[config.mk]
export PLATFORM = sky130hd
export DESIGN_NAME = instr_fetch_queue
export DESIGN_NICKNAME = d
export VERILOG_FILES = /design/src/rtl/instr_fetch_queue.sv
export SDC_FILE = /design/constraint.sdc
export NUM_CORES = 1
export LEC_CHECK = 0
export CAP_MARGIN = 30
export CORE_ASPECT_RATIO = 0.7
export CORE_MARGIN = 2
export CORE_UTILIZATION = 35
export CTS_BUF_LIST = sky130_fd_sc_hd__clkbuf_4 sky130_fd_sc_hd__clkbuf_8 sky130_fd_sc_hd__clkbuf_16
export DETAILED_ROUTE_END_ITERATION = 8
export PLACE_DENSITY = 0.68
export SYNTH_ARGS = -nofsm -noshare
export SYNTH_HDL_FRONTEND = slang
export SYNTH_SLANG_ARGS = --single-unit
[constraint.sdc]
create_clock -name clk -period 3 [get_ports clk]
set_input_delay 0.6 -clock clk [delete_from_list [all_inputs] [get_ports clk]]
set_output_delay 0.6 -clock clk [all_outputs]
set_load 0.01 [all_outputs]
[src/rtl/instr_fetch_queue.sv]
// Instruction fetch queue: issues sequential fetches, buffers returned words with their PCs, flushes on redirect.
// Optional FETCH_PERF_CNT_EN adds pop and redirect performance counters.
module instr_fetch_queue #(
    parameter logic [31:0] RESET_PC = 32'h0040_0000,
    parameter int unsigned DEPTH    = 4
) (
    input  logic        clk,
    input  logic        rst_n,
    input  logic        redirect_valid,
    input  logic [31:0] redirect_pc,
    output logic        imem_req_valid,
    input  logic        imem_req_ready,
    output logic [31:0] imem_req_addr,
    input  logic        imem_rsp_valid,
    input  logic [31:0] imem_rsp_data,
    output logic        out_valid,
    input  logic        out_ready,
    output logic [31:0] out_instr,
    output logic [31:0] out_pc
`ifdef FETCH_PERF_CNT_EN
    ,
    output logic [31:0] perf_fetch_cnt,
    output logic [31:0] perf_flush_cnt
`endif
);
    localparam int AW = $clog2(DEPTH);
    localparam int CW = AW + 1;

    typedef enum logic {RUN, FLUSH} state_t;

    state_t        state_reg;
    logic [31:0]   fetch_pc_reg;
    logic [31:0]   rsp_pc_reg;
    logic [CW-1:0] count_reg;
    logic [CW-1:0] outstanding_reg;
    logic [CW-1:0] drop_reg;
    logic [AW-1:0] wr_ptr_reg;
    logic [AW-1:0] rd_ptr_reg;
    logic [31:0]   mem_pc    [DEPTH];
    logic [31:0]   mem_instr [DEPTH];

    logic          accept;
    logic          push;
    logic          pop;
    logic          fifo_empty;
    logic [CW:0]   in_use;
    logic [CW-1:0] drop_next;
    logic [31:0]   redirect_aligned;

    // Buffered plus in-flight words never exceed DEPTH, so every response has a slot.
    assign in_use         = {1'b0, count_reg} + {1'b0, outstanding_reg};
    assign imem_req_valid = rst_n && (state_reg == RUN) && !redirect_valid
                            && (in_use < (CW+1)'(DEPTH));
    assign imem_req_addr  = fetch_pc_reg;
    assign accept         = imem_req_valid && imem_req_ready;

    assign fifo_empty = (count_reg == '0);
    assign out_valid  = !fifo_empty && !redirect_valid;
    assign pop        = out_valid && out_ready;
    assign push       = imem_rsp_valid && !redirect_valid && (drop_reg == '0);
    assign out_pc     = fifo_empty ? 32'd0 : mem_pc[rd_ptr_reg];
    assign out_instr  = fifo_empty ? 32'd0 : mem_instr[rd_ptr_reg];

    assign drop_next        = outstanding_reg - CW'(imem_rsp_valid);
    assign redirect_aligned = redirect_pc & 32'hFFFF_FFFC;

    always_ff @(posedge clk or negedge rst_n) begin
        if (!rst_n) begin
            state_reg       <= RUN;
            fetch_pc_reg    <= RESET_PC;
            rsp_pc_reg      <= RESET_PC;
            count_reg       <= '0;
            outstanding_reg <= '0;
            drop_reg        <= '0;
            wr_ptr_reg      <= '0;
            rd_ptr_reg      <= '0;
        end else begin
            outstanding_reg <= outstanding_reg + CW'(accept) - CW'(imem_rsp_valid);
            if (redirect_valid) begin
                // Responses are in order, so the next kept word belongs to the redirect target.
                fetch_pc_reg <= redirect_aligned;
                rsp_pc_reg   <= redirect_aligned;
                count_reg    <= '0;
                wr_ptr_reg   <= '0;
                rd_ptr_reg   <= '0;
                drop_reg     <= drop_next;
                state_reg    <= (drop_next != '0) ? FLUSH : RUN;
            end else begin
                if (accept)
                    fetch_pc_reg <= fetch_pc_reg + 32'd4;
                if (push) begin
                    wr_ptr_reg <= wr_ptr_reg + AW'(1);
                    rsp_pc_reg <= rsp_pc_reg + 32'd4;
                end
                if (pop)
                    rd_ptr_reg <= rd_ptr_reg + AW'(1);
                count_reg <= count_reg + CW'(push) - CW'(pop);
                if (imem_rsp_valid && (drop_reg != '0)) begin
                    drop_reg <= drop_reg - CW'(1);
                    if (drop_reg == CW'(1))
                        state_reg <= RUN;
                end
            end
        end
    end

    always_ff @(posedge clk) begin
        if (push) begin
            mem_pc[wr_ptr_reg]    <= rsp_pc_reg;
            mem_instr[wr_ptr_reg] <= imem_rsp_data;
        end
    end

`ifdef FETCH_PERF_CNT_EN
    always_ff @(posedge clk or negedge rst_n) begin
        if (!rst_n) begin
            perf_fetch_cnt <= '0;
            perf_flush_cnt <= '0;
        end else begin
            perf_fetch_cnt <= perf_fetch_cnt + 32'(pop);
            perf_flush_cnt <= perf_flush_cnt + 32'(redirect_valid);
        end
    end
`endif

endmodule

==> summary.json <==
{
  "final_setup_skew": {"value": 0.0135, "unit": "ns"},
  "routed_len_inst": {"value": 19.8, "unit": "um"},
  "clkTransAtPathRegs": {"value": 0.07, "unit": "ns"},
  "synth-seq-area-share": {"value": 0.677},
  "crit_chain": {"value": "buf_12 > buf_4 > mux4_2 > and2_1 > dlygate4sd2_1"},
  "cts_buffer_depth": {"value": 3},
  "max_cap_violations": {"value": 0},
  "tritoncts.num_buffers": {"value": 31},
  "drtAntennaViolNets": {"value": 0},
  "timing.critical_path.required": {"value": 2.40, "unit": "ns"},
  "detailroute.via_count": {"value": 8181},
  "fmaxAchievable": {"value": 0.341, "unit": "GHz"},
  "floorplan.initialDensity": {"value": 0.356},
  "groute.usage.overall": {"value": 0.157},
  "path_class": {"value": "reg -> out"},
  "fin_cells": {"value": 1625},
  "synthDominantAreaCellType": {"value": "sky130_fd_sc_hd__edfxtp_1"},
  "cts.sinks": {"value": 322},
  "placer_congestion": {"value": 0.818},
  "clk_latency": {"value": 0.56, "unit": "ns"},
  "io_pins": {"value": 168},
  "fin_hold_viols": {"value": 0},
  "drtIter0Drc": {"value": 625},
  "cp_data_arrival_time": {"value": 2.33, "unit": "ns"},
  "row_count": {"value": 60},
  "power_leakage": {"value": 6.22, "unit": "nW"},
  "clock_tree.root_cell": {"value": "sky130_fd_sc_hd__clkbuf_16"},
  "post_synth_inst_count": {"value": 871},
  "worst_hold_margin": {"value": 0.490, "unit": "ns"},
  "cts_tree": {"value": "built"},
  "drcViolationCount": {"value": 0},
  "routed_wirelength": {"value": 32.1, "unit": "mm"},
  "timing.critical_path.fanout_max": {"value": 7},
  "drv_slew": {"value": 0},
  "synth_area": {"value": 13700, "unit": "um^2"},
  "die_h": {"value": 170, "unit": "um"},
  "die-width": {"value": 241, "unit": "um"},
  "fp.coreArea": {"value": 38600, "unit": "um^2"},
  "rsz0062_at_grt": {"value": "no"},
  "post-synth-top-count-cell": {"value": "sky130_fd_sc_hd__edfxtp_1"},
  "postSynth.asyncResetShare": {"value": 0.230},
  "final_period_minus_worst_setup_slack": {"value": 2.93, "unit": "ns"},
  "synth-warning-count": {"value": 0},
  "post_synth_edffs": {"value": 248},
  "h-tree-depth": {"value": 1},
  "relSlewSlack": {"value": 0.480},
  "synth_cell_types": {"value": 51},
  "end_kind": {"value": "output pin"},
  "netlist_top_cells_count": {"value": "sky130_fd_sc_hd__edfxtp_1 (248), sky130_fd_sc_hd__and2_1 (75), sky130_fd_sc_hd__dfrtp_1 (72), sky130_fd_sc_hd__mux4_2 (62), sky130_fd_sc_hd__nand2_1 (55)"},
  "drive_above_1_share": {"value": 0.190},
  "register_ranked_first_by_flip_flop_count": {"value": "mem_instr"},
  "globalRoute.totalOverflow": {"value": 0},
  "timing.critical_path.max_delay_family": {"value": "buffers and inverters"},
  "pre_cts_ws": {"value": 0.312, "unit": "ns"},
  "fillerInstances": {"value": 3431},
  "r2r_slack": {"value": 0.33, "unit": "ns"},
  "design.die.area": {"value": 40900, "unit": "um^2"},
  "critPathSlowestCell": {"value": "sky130_fd_sc_hd__mux4_2"},
  "critPathBufInv": {"value": 3},
  "final_setup_violating_endpoints": {"value": 0},
  "via_density_per_instance": {"value": 5.03},
  "grt_pass1_vias": {"value": 8226},
  "power_per_cell_area": {"value": 723, "unit": "nW/um^2"},
  "setup_total_negative_slack": {"value": 0, "unit": "ns"},
  "crit_path_max_incr_delay": {"value": 0.50, "unit": "ns"},
  "post_synth_main_area_contributors": {"value": "sky130_fd_sc_hd__edfxtp_1 (54%), sky130_fd_sc_hd__dfrtp_1 (13%), sky130_fd_sc_hd__mux4_2 (10%)"},
  "largest_register_ffs": {"value": 128},
  "flow.area_growth_from_synthesis": {"value": 27.4, "unit": "%"},
  "ys_ff_latch": {"value": 322},
  "dp_hpwl": {"value": 21.5, "unit": "mm"},
  "final.setup.worst_slack": {"value": 0.0689, "unit": "ns"},
  "grt_first_pass_wirelength": {"value": 49.1, "unit": "mm"},
  "synthesis.area_per_instance": {"value": 15.8, "unit": "um^2"},
  "synth_largest_type_area_fraction": {"value": 0.542},
  "vdd_drop_max": {"value": 0.567, "unit": "mV"},
  "post-place-cells": {"value": 1553},
  "firstDrtPassIters": {"value": 5},
  "ys.flop_type": {"value": "sky130_fd_sc_hd__edfxtp_1"},
  "slew_at_the_pin_closest_to_its_max_slew_limit": {"value": 0.772, "unit": "ns"},
  "layout_worst_path_cycle_share": {"value": 0.977},
  "status": {"value": "completed"},
  "critPathLaunchType": {"value": "register"},
  "antenna_found_initial": {"value": 0},
  "nets": {"value": 1164},
  "grt_start_max_net_pins": {"value": 61},
  "io_buffers": {"value": 161},
  "holdCritPathClass": {"value": "in -> reg"},
  "largest_registers": {"value": "mem_instr x128, mem_pc x120"}
}
==> layer usage <==
metal | up-vias | wire length (um) | track usage
met5 | - | 0 | 0
met4 | 0 | 671 | 0.0360
met3 | 45 | 1500 | 0.0285
met2 | 206 | 14700 | 0.242
met1 | 4188 | 15200 | 0.233
li1 | 3742 | - | -
==> power by group <==
group          switching [W]  internal, W
Sequential          0.000256      0.00507
Combinational        0.00151      0.00182
Clock                0.00164      0.00236
==> stage by stage <==
| step | instance area, um^2 | util | total power (W) |
|---|---|---|---|
| after floorplan | 13800 | - | 0.00712 |
| after global placement | 16300 | 0.422 | 0.00865 |
| after detailed placement | 16300 | 0.423 | 0.00870 |
| after CTS | 17500 | 0.452 | 0.0127 |
| after global routing | 17500 | 0.454 | 0.0133 |
| final | 17500 | 0.454 | 0.0127 |
==> layout by cell type (no fill, tap or decap), drive strengths merged, types with 25 or more instances in the layout <==
cell type and n:
dlygate4sd2 46, buf 59, clkbuf 44, nor2 25
o21ai 41, mux4 62, edfxtp 248, nand3 32
clkdlybuf4s50 96, and2 75, dfrtp 72, nand2 55
xnor2 25
==> cells by family (layout without fill, tap and decap cells) <==
group / Yosys count / in the layout / synth area share
buffers and inverters: 68 / 291 / 0.0220
muxes: 71 / 71 / 0.109
AOI/OAI and AO/OA: 88 / 88 / 0.0393
DFF: 322 / 322 / 0.677
xor gates and xnor gates: 45 / 45 / 0.0287
other: 1 / 5 / 0.000273
and+or+nand+nor: 257 / 257 / 0.106
adders and majority gates: 19 / 19 / 0.0184
==> cell type report <==
type / instances / area (um^2) / share of cell area
diodes: 1 / 2.50 / 0.000143
clock buffers: 41 / 863 / 0.0493
clock inverters: 14 / 171 / 0.00979
inverters: 22 / 82.6 / 0.00472
multi-input cells: 484 / 4180 / 0.239
flip-flops and latches: 322 / 9310 / 0.532
well taps: 527 / 659 / 0.0377
repair buffers: 214 / 2240 / 0.128
==> worst register-to-register path: stages, from the launching register on <==
cell and delay [ns]:
sky130_fd_sc_hd__dfrtp_1 0.42, sky130_fd_sc_hd__ha_1 0.35, sky130_fd_sc_hd__nor4_4 0.28, sky130_fd_sc_hd__and4_1 0.30, sky130_fd_sc_hd__inv_2 0.05, sky130_fd_sc_hd__ha_1 0.27, sky130_fd_sc_hd__inv_1 0.04, sky130_fd_sc_hd__ha_1 0.18
sky130_fd_sc_hd__fa_1 0.37, sky130_fd_sc_hd__xnor2_1 0.20, sky130_fd_sc_hd__xnor2_1 0.14
==> path summary, 6_finish.rpt <==
| kind | end | start | cells after the start |
|---|---|---|---|
| setup / recovery | out_pc[15] | rd_ptr_reg[0] | 5 |
| hold / removal | count_reg[1] | redirect_valid | 3 |
| setup reg to reg | outstanding_reg[2] | count_reg[2] | 10 |
| hold reg to reg | imem_req_addr[22] | imem_req_addr[22] | 2 |
| max in group asynchronous | imem_req_addr[22] | rst_n | 4 |
| min in group asynchronous | count_reg[0] | rst_n | 3 |
==> what timing repair did <==
action | in CTS | in global routing
gates resized for setup | 96 | 17
hold buffers | 1 | 0
setup endpoints to repair | 63 | 11
hold endpoints to repair | 14 | 0
buffers inserted | 12 | 0
cloned | 2 | 1
Power figures use the tool's default switching activity.
